**src/rtl/sprite_scheduler.sv**
```systemverilog
// Frame sequencer for the sprite path: queues draw commands, then runs one
// clear pass, blits every queued sprite in order and swaps buffers on vsync.
module sprite_scheduler #(
   parameter int DEPTH = 8
) (
   input  logic                    clk_i,
   input  logic                    rst_i,
   input  logic                    cmd_valid_i,
   input  logic [1:0]              cmd_sprite_num_i,
   input  logic [9:0]              cmd_x_i,
   input  logic [9:0]              cmd_y_i,
   output logic                    cmd_ready_o,
   input  logic                    frame_go_i,
   input  logic                    frame_ack_i,
   output logic                    frame_done_o,
   output logic                    busy_o,
   output logic                    clear_start_o,
   input  logic                    clear_done_i,
   output logic                    blit_start_o,
   output logic [1:0]              blit_sprite_num_o,
   output logic [9:0]              blit_x_o,
   output logic [9:0]              blit_y_o,
   input  logic                    blitter_finished_i,
   input  logic                    vsync_i,
   output logic                    fb_sel_o,
   output logic [$clog2(DEPTH):0]  sprites_drawn_o
);

   localparam int AW = $clog2(DEPTH);
   localparam int CW = AW + 1;

   typedef enum logic [2:0] {
      S_IDLE,
      S_CLEAR,
      S_CLEAR_WAIT,
      S_ISSUE,
      S_BLIT_WAIT,
      S_SWAP_WAIT,
      S_DONE
   } state_e;

   typedef struct packed {
      logic [1:0] sprite_num;
      logic [9:0] x;
      logic [9:0] y;
   } cmd_t;

   state_e         state_q, state_d;
   cmd_t           mem_q [DEPTH];
   logic [AW-1:0]  wr_ptr_q, rd_ptr_q;
   logic [CW-1:0]  count_q;
   cmd_t           blit_q;
   logic           vsync_q;
   logic           fb_sel_q;
   logic [CW-1:0]  drawn_q;

   logic           wr_en;
   logic           pop;
   logic           vsync_rise;
   logic           queue_nonempty;

   assign cmd_ready_o    = (state_q == S_IDLE) && (count_q < CW'(DEPTH));
   assign wr_en          = cmd_valid_i && cmd_ready_o;
   assign queue_nonempty = (count_q != '0);
   assign vsync_rise     = vsync_i && !vsync_q;
   // The head is popped on the transition into ISSUE, so it is already in blit_q.
   assign pop            = (state_d == S_ISSUE);

   always_comb begin
      // NOTE: next state defaults to the current state so no path infers a latch.
      state_d = state_q;
      case (state_q)
         S_IDLE:       if (frame_go_i) state_d = S_CLEAR;
         S_CLEAR:      state_d = S_CLEAR_WAIT;
         S_CLEAR_WAIT: if (clear_done_i) state_d = queue_nonempty ? S_ISSUE : S_SWAP_WAIT;
         S_ISSUE:      state_d = S_BLIT_WAIT;
         S_BLIT_WAIT:  if (blitter_finished_i) state_d = queue_nonempty ? S_ISSUE : S_SWAP_WAIT;
         S_SWAP_WAIT:  if (vsync_rise) state_d = S_DONE;
         S_DONE:       if (frame_ack_i) state_d = S_IDLE;
         default:      state_d = S_IDLE;
      endcase
   end

   // NOTE: all sequential state uses non-blocking assignments.
   always_ff @(posedge clk_i or posedge rst_i) begin
      if (rst_i) begin
         state_q  <= S_IDLE;
         wr_ptr_q <= '0;
         rd_ptr_q <= '0;
         count_q  <= '0;
         blit_q   <= '0;
         vsync_q  <= 1'b0;
         fb_sel_q <= 1'b0;
         drawn_q  <= '0;
      end else begin
         state_q <= state_d;
         vsync_q <= vsync_i;

         if (wr_en) wr_ptr_q <= wr_ptr_q + 1'b1;
         if (pop) begin
            rd_ptr_q <= rd_ptr_q + 1'b1;
            blit_q   <= mem_q[rd_ptr_q];
         end
         // Writes happen only in IDLE and pops only while rendering.
         case ({wr_en, pop})
            2'b10:   count_q <= count_q + 1'b1;
            2'b01:   count_q <= count_q - 1'b1;
            default: count_q <= count_q;
         endcase

         if (state_q == S_IDLE && frame_go_i) begin
            drawn_q <= '0;
         end else if (state_q == S_BLIT_WAIT && blitter_finished_i) begin
            drawn_q <= drawn_q + 1'b1;
         end

         if (state_q == S_SWAP_WAIT && vsync_rise) fb_sel_q <= ~fb_sel_q;
      end
   end

   // NOTE: the command storage is not reset; emptiness is tracked by count_q alone.
   always_ff @(posedge clk_i) begin
      if (wr_en) mem_q[wr_ptr_q] <= '{sprite_num: cmd_sprite_num_i, x: cmd_x_i, y: cmd_y_i};
   end

   assign busy_o            = (state_q != S_IDLE);
   assign clear_start_o     = (state_q == S_CLEAR);
   assign blit_start_o      = (state_q == S_ISSUE);
   assign frame_done_o      = (state_q == S_DONE);
   assign blit_sprite_num_o = blit_q.sprite_num;
   assign blit_x_o          = blit_q.x;
   assign blit_y_o          = blit_q.y;
   assign fb_sel_o          = fb_sel_q;
   assign sprites_drawn_o   = drawn_q;

endmodule

```
**config.mk**
```make
export PLATFORM = sky130hd
export DESIGN_NAME = sprite_scheduler
export DESIGN_NICKNAME = d
export VERILOG_FILES = /design/src/rtl/sprite_scheduler.sv
export SDC_FILE = /design/constraint.sdc
export NUM_CORES = 1
export LEC_CHECK = 0
export BUFFER_PORTS_ARGS = -buffer_cell sky130_fd_sc_hd__buf_2
export CORE_AREA = 4 4 192 138
export CTS_BUF_LIST = sky130_fd_sc_hd__clkbuf_2 sky130_fd_sc_hd__clkbuf_4 sky130_fd_sc_hd__clkbuf_8
export CTS_CLUSTER_SIZE = 16
export DETAILED_ROUTE_END_ITERATION = 16
export DIE_AREA = 0 0 196 142
export PLACE_DENSITY_LB_ADDON = 0.05
export SYNTH_ARGS = -nofsm -noshare
export SYNTH_HDL_FRONTEND = slang
export SYNTH_SLANG_ARGS = --single-unit
```
**constraint.sdc**
```tcl
create_clock -name clk_i -period 12.2 [get_ports clk_i]
set_input_delay 0.61 -clock clk_i [delete_from_list [all_inputs] [get_ports clk_i]]
set_output_delay 0.61 -clock clk_i [all_outputs]
set_load 0.05 [all_outputs]
```
**Word level (Yosys, flattened, before mapping)**

Memory sizes are Yosys's and may differ from the RTL's. A register that Yosys moved wholly into a read port is not among the register bits.
Index checks and enable logic that the tools add are counted.

- Register bits: 19
- Bits in writable memories: 176
- Input port bits: 30
- Output and inout bits: 32
- Logic and storage cells: 48
- Memories kept: 1

- Add/sub/neg operators: 5
- Magnitude comparators: 1
- Equal/unequal tests: 9
- Multiplexer cells: 12
- Bitwise operators: 1
- Reduce and logical (&&, ||, !) cells: 12

Memories:

| memory | depth | width | rd ports | clocked after Yosys merged registers in | write ports | line | RTL |
|---|---|---|---|---|---|---|---|
| mem_q | 8 | 22 | 1 | 1 | 1 | 49 | `cmd_t mem_q [DEPTH];` |

Operators with widths:

| cell | count |
|---|---|
| $pmux 3 s7 | 1 |
| $mux 3 | 6 |
| $eq 3x2->1 const B | 3 |
| $eq 3x3->1 const B | 3 |
| $add 4x1->4 const B | 2 |
| $mux 4 | 2 |
| $pmux 4 s2 | 1 |
| $add 3x1->3 const B | 2 |
| $logic_and 1x1->1 | 6 |
| $lt 4x4->1 const B | 1 |
| $reduce_bool 2->1 | 2 |
| $reduce_bool 4->1 | 1 |
| $sub 4x1->4 const B | 1 |
| $eq 3x1->1 const B | 1 |
| $logic_not 3->1 | 1 |
| $reduce_bool 3->1 | 1 |
| $eq 2x1->1 const B | 1 |
| $eq 2x2->1 const B | 1 |
| $mux 1 | 2 |
| $logic_not 1->1 | 1 |
| $not 1->1 | 1 |

**Longest topological paths before layout**

- Word-level depth: 7
- Depth in mapped cells: 13
- Depth with buffers taken out: 11

**Worst setup path before layout**

OpenSTA, ideal clock, no wires.

- Path kind: register to register
- Start: register state_q[2]
- End: memory mem_q[0][0] (netlist bit) (enable)
- Setup time: 458 ps
- Arrival time: 4666 ps
- Required time: 11742 ps
- Setup slack: 7076 ps
- Cell stages (with the launch flop): 7
- Path buffers: 2
- Clock period less this slack: 5124 ps
- Path through: dfrtp_1 clkbuf_1 clkbuf_1 or3_1 nor2_1 nand2_1 nor4_1

- Word-level cells in the longest chain between the ends: 5

Ends and longest elaborated chain:

| item | line | RTL |
|---|---|---|
| start: declaration | 48 | `state_e state_q, state_d;` |
| start signal: assignment | 96 | `state_q <= state_d;` |
| $logic_not 3->1 | 62 | `assign cmd_ready_o = (state_q == S_IDLE) && (count_q < CW'(DEPTH));` |
| $logic_and 1x1->1 | 62 |  |
| via cmd_ready_o | 12 | `output logic cmd_ready_o,` |
| $logic_and 1x1->1 | 63 | `assign wr_en = cmd_valid_i && cmd_ready_o;` |
| $mux 1 | 123 | `if (wr_en) mem_q[wr_ptr_q] <= '{sprite_num: cmd_sprite_num_i, x: cmd_x_i, y: cmd_y_i};` |
| $mux 1 (not written as such) | 123 |  |
| end: declaration | 49 |  |

The timed path passes the listed nets, and every way through them passes these cells.

**Worst setup path in the final report**

- Start: register state_q[2]
- End: register count_q[3]

- Word-level cells in the longest chain between the ends: 5

Ends and longest elaborated chain:

| item | line | RTL |
|---|---|---|
| $eq 3x3->1, or another cell as far along | 72 | `case (state_q)` |
| $pmux 3 s7 / $logic_and 1x1->1 (equally long branches) | 72, 62 |  |
| $eq 3x2->1 / $logic_and 1x1->1 (equally long branches) | 67, 63 |  |
| $eq 2x1->1 / $eq 2x2->1 (equally long branches) | 105 | `case ({wr_en, pop})` |
| $pmux 4 s2 / $reduce_bool 2->1 (equally long branches) | -- |  |
| end signal: assignment | 106 | `2'b10: count_q <= count_q + 1'b1;` |
| end signal: assignment | 107 | `2'b01: count_q <= count_q - 1'b1;` |
| end signal: assignment | 108 | `default: count_q <= count_q;` |
| end: declaration | 51 | `logic [CW-1:0] count_q;` |

Parallel ways exist; a longest one is shown, timed or not.
A chain may end at the register's enable or synchronous reset.

==> results.md <==
Yosys:
- The number of synthesis warnings is 0.
- After Yosys synthesis, XOR and XNOR cells account for 0.925% of the synthesized area.
- Of the total synthesized cell area, the portion taken by full adders, half adders and majority gates is 1.12%.
- Summing the areas of all compound-gate instances in the mapped netlist gives 1.57% of the synthesized area.
- By count the netlist is led by 176 x sky130_fd_sc_hd__edfxtp_1, 46 x sky130_fd_sc_hd__mux2_2, 44 x sky130_fd_sc_hd__mux4_2.
- The post-synth net total is 451.
- The average instance area after synthesis is 20.6 µm².
- Counting every instance in the synthesized netlist gives roughly 410.
- After synthesis the cells add up to 0.00852 mm².
- After synthesis, the share of cell area in mux cells is 18.1%.
- The number of enable-type register cells in the synthesized netlist is approximately 180.
- By area the synthesized netlist is led by sky130_fd_sc_hd__edfxtp_1 62%, sky130_fd_sc_hd__dfrtp_1 12%, sky130_fd_sc_hd__mux4_2 12%.
- The dominant combinational cell family by area after synthesis is multiplexers.
- The area share of the largest cell type after synthesis is 62.0%.
- Among all flip-flop cells after synthesis, the most frequent one is sky130_fd_sc_hd__edfxtp_1.
- The portion of the post-synthesis area used by sequential elements is 74.1%.
- sky130_fd_sc_hd__edfxtp_1 is the most common cell in the netlist.
- The synthesized netlist devotes 2.88% of its cell area to simple gates.
- The share of synthesized flip-flops with an asynchronous set or reset is a little under a fifth.
- After synthesis the netlist holds a flip-flop and latch count of about 220.
- The library cell occupying the most area in the post-synthesis netlist is sky130_fd_sc_hd__edfxtp_1.
- The post-synthesis cell type count is 40.

Timing:
- Setup violations remaining at the end of the flow were counted as 0.
- The number of endpoints with negative hold slack in the final report is 0.
- The number of slew-limit violations in the final report was 0.
- The achievable clock frequency is 311 MHz.
- Setup repair after global routing left no endpoint under its margin.
- The final clock period utilization by the worst path is 26.3%.
- Between clock sinks in the finished design, the worst skew comes to about 0.027 ns.
- After routing, the total negative slack on setup checks comes to 0 ns.
- The final critical path time including I/O delays and setup is 3.21 ns.
- The tightest slew margin relative to the limit is around 40%.
- The pin slew with the least headroom to its limit is 0.898 ns.

Clock network:
- In this run the number of H-tree levels came out at 2.
- After clock tree synthesis, the clock-pin slew on the worst setup and hold paths is 0.06 ns.
- The total clock buffers created by CTS is 38.
- For this design, the sink count on the clock tree is 217.
- TritonCTS built the clock tree.
- Buffers added to address setup during post-CTS repair amount to 0.
- The clock latency reported for the late side of the worst-skew pair is 0.51 ns.
- The maximum clock insertion buffer count is 3.
- The post-cts resize count is 0.
- Buffers inserted to repair hold after CTS numbered 0.
- The tree is rooted in a sky130_fd_sc_hd__clkbuf_8.

Layout:
- The number of antenna diodes in the final layout is 0.
- For this run, the post-layout net count is approximately 540.
- Cells fill about two fifths of the core in the end.
- The area growth from synthesis to final layout is 17.2%.
- The fraction of layout cells with a size suffix above 1 is 43.7%.
- The count of filler cells inserted in the layout is 2244.

Min path:
- The type of the tightest min-delay check is in2reg.

Worst setup path:
- The standard cell with the maximum stage delay on the critical path is sky130_fd_sc_hd__or4b_1.
- The cell that appears most often on the critical path is sky130_fd_sc_hd__ha_1.
- The maximum single-stage delay on the critical path is 0.58 ns.
- Data arrives at the worst endpoint at ~3.6 ns.
- The worst setup path is launched from a flop.
- STA puts the critical path data required time at ~13 ns.
- In this run the worst path has a maximum fanout of 20.
- STA classifies the critical path endpoint as a flop.
- The critical path goes through or4b_1, a2111oi_0, a221oi_1, nor3_4, ha_1, ha_1, a21o_1, a21oi_1, xnor2_1, nor2_1, xor2_1.
- The worst setup path is of the reg2reg kind.

Power:
- In this run the power density over the cells is 242 mW/mm².
- For this design the static power due to leakage is 3.48 nW.
- The maximum VDD drop is 0.0892 mV.

Global route:
- The remaining global-route overflow is 0.
- The number of global-route vias before repair was 4459.
- Entering global routing, the biggest net connects 42 pins.
- The total global-route track usage is 13.0%.
- The initial antenna violation count is 1.
- The first global-routing pass estimated ~27 mm of wire.

Drt:
- The remaining routing DRC violations is 0.
- The routed design has 17.8 mm of wire.
- The iteration count of the initial detailed-routing pass is 4.
- The first routing iteration left 116 violations.
- The number of nets still failing antenna checks after routing is 0.
- Dividing the detail-routed wire length by the instance count gives 20.7 µm.
- The via count of the routed design is 4146.
- Using the TritonRoute via totals, the vias-per-cell ratio works out to 4.83.

Die:
- The row count is 48.
- The x dimension of the die is 196 µm.
- The die outline area is 0.0278 mm².
- For this configuration, the core starts out at a cell density of between 30% and 40%.
- The total area inside the core boundary comes to 0.0245 mm².
- In this run the vertical extent of the chip is 142 µm.
- In this run the count of I/O pins placed on the die edge is 62.

Placement:
- The HPWL after detailed placement is 9.58 mm.
- The last weighted congestion value of the routability-driven placer is 0.713.
- The number of buffers added on ports is 61.

Status:
- The flow ran to the end, and the final reports show no timing, DRC or antenna violations.

Flow run:
- The total of max-cap violations is 0.
==> metal layers <==
layer,track usage [%],share of wire [%],vias to the layer above
li1,-,-,1863
met3,3.03,5.2,42
met1,17.6,45,2143
met4,4.04,2.4,2
met5,0,0.039,-
met2,21.3,47,96
==> final cells by class <==
cell class | count | area [µm²] | area share (%)
flip-flops and latches | 217 | 6310 | 63.2
clock inverters | 12 | 52.6 | 0.526
inverters | 7 | 26.3 | 0.263
multi-input cells | 171 | 2140 | 21.5
clock buffers | 56 | 671 | 6.72
repair buffers | 70 | 373 | 3.73
well taps | 325 | 407 | 4.07
==> power breakdown <==
group	leakage [nW]	internal (W)	switching, W
Sequential	2.08	0.000903	0.000115
Combinational	1.02	0.000339	0.000429
Clock	0.386	0.000351	0.000277
Total	3.48	0.00159	0.000822
==> registers in the layout, indices dropped and copies added, names as in the netlist <==
register,flops
mem_q,176
blit_x_o,10
blit_y_o,10
count_q,4
sprites_drawn_o,4
rd_ptr_q,3
state_q,3
wr_ptr_q,3
blit_sprite_num_o,2
fb_sel_o,1
vsync_q,1
==> placed cells by master, fill, tap and decap left out, types with 2 or more instances in the layout <==
cell	netlist	routed
sky130_fd_sc_hd__a21o_1	2	2
sky130_fd_sc_hd__a21oi_1	3	3
sky130_fd_sc_hd__a22o_1	4	4
sky130_fd_sc_hd__and3b_1	2	2
sky130_fd_sc_hd__buf_2	4	61
sky130_fd_sc_hd__buf_4	0	9
sky130_fd_sc_hd__clkbuf_4	0	16
sky130_fd_sc_hd__clkbuf_8	0	40
sky130_fd_sc_hd__clkinv_1	0	8
sky130_fd_sc_hd__clkinv_2	0	3
sky130_fd_sc_hd__dfrtp_1	41	38
sky130_fd_sc_hd__dfrtp_2	0	3
sky130_fd_sc_hd__edfxtp_1	176	176
sky130_fd_sc_hd__ha_1	6	6
sky130_fd_sc_hd__inv_1	7	6
sky130_fd_sc_hd__mux2_2	46	46
sky130_fd_sc_hd__mux2i_1	2	2
sky130_fd_sc_hd__mux4_2	44	44
sky130_fd_sc_hd__nand2_1	8	8
sky130_fd_sc_hd__nand2b_1	4	4
sky130_fd_sc_hd__nand3_1	4	4
sky130_fd_sc_hd__nor2_1	8	5
sky130_fd_sc_hd__nor2_4	0	3
sky130_fd_sc_hd__nor2b_1	2	2
sky130_fd_sc_hd__nor3_2	0	4
sky130_fd_sc_hd__nor4_1	3	2
sky130_fd_sc_hd__o21ai_0	4	4
sky130_fd_sc_hd__or4b_1	2	2
sky130_fd_sc_hd__xnor2_1	6	6
sky130_fd_sc_hd__xor2_1	3	3
==> final timing paths <==
check                           start          end  slack [ns]  cells past startpoint
setup / recovery           state_q[2]   count_q[3]        8.99                     11
hold / removal                vsync_i      vsync_q        0.25                      1
setup reg to reg           state_q[2]   count_q[3]        8.99                     11
hold reg to reg              fb_sel_o     fb_sel_o        0.46                      1
max in group asynchronous       rst_i  rd_ptr_q[1]       11.43                      3
min in group asynchronous       rst_i  blit_y_o[3]        0.27                      3
==> kinds of logic (layout without fill, tap and decap cells) <==
kind of cell,after synthesis,count (layout)
mux,93,93
compound gates,19,19
simple gates,43,43
xor+xnor,9,9
buf+inv,26,145
fa+ha+maj,7,7
flops,217,217
==> metrics by stage <==
| stage | setup WS (ns) | cells | total power, W | hold slack, ns | cell area [µm²] |
|---|---|---|---|---|---|
| after floorplan | 7.08 | 414 | 0.00162 | 0.465 | 8520 |
| after global placement | 8.93 | 790 | 0.00182 | 0.462 | 9260 |
| after detailed placement | 8.91 | 790 | 0.00182 | 0.458 | 9260 |
| after CTS | 8.96 | 858 | 0.00247 | 0.217 | 9990 |
| after global routing | 8.74 | 858 | 0.00256 | 0.231 | 9990 |
| final | 8.99 | 858 | 0.00242 | 0.252 | 9990 |
==> worst max-delay path: cells and delay by family (launching register included) <==
family | cells | cell delay, ns
and+or+nand+nor | 3 | 0.87
adders and majority gates | 2 | 0.46
xor gates and xnor gates | 2 | 0.28
DFF | 1 | 0.57
AOI/OAI and AO/OA | 4 | 0.93
No activity file was read; power rests on OpenSTA's default activity.
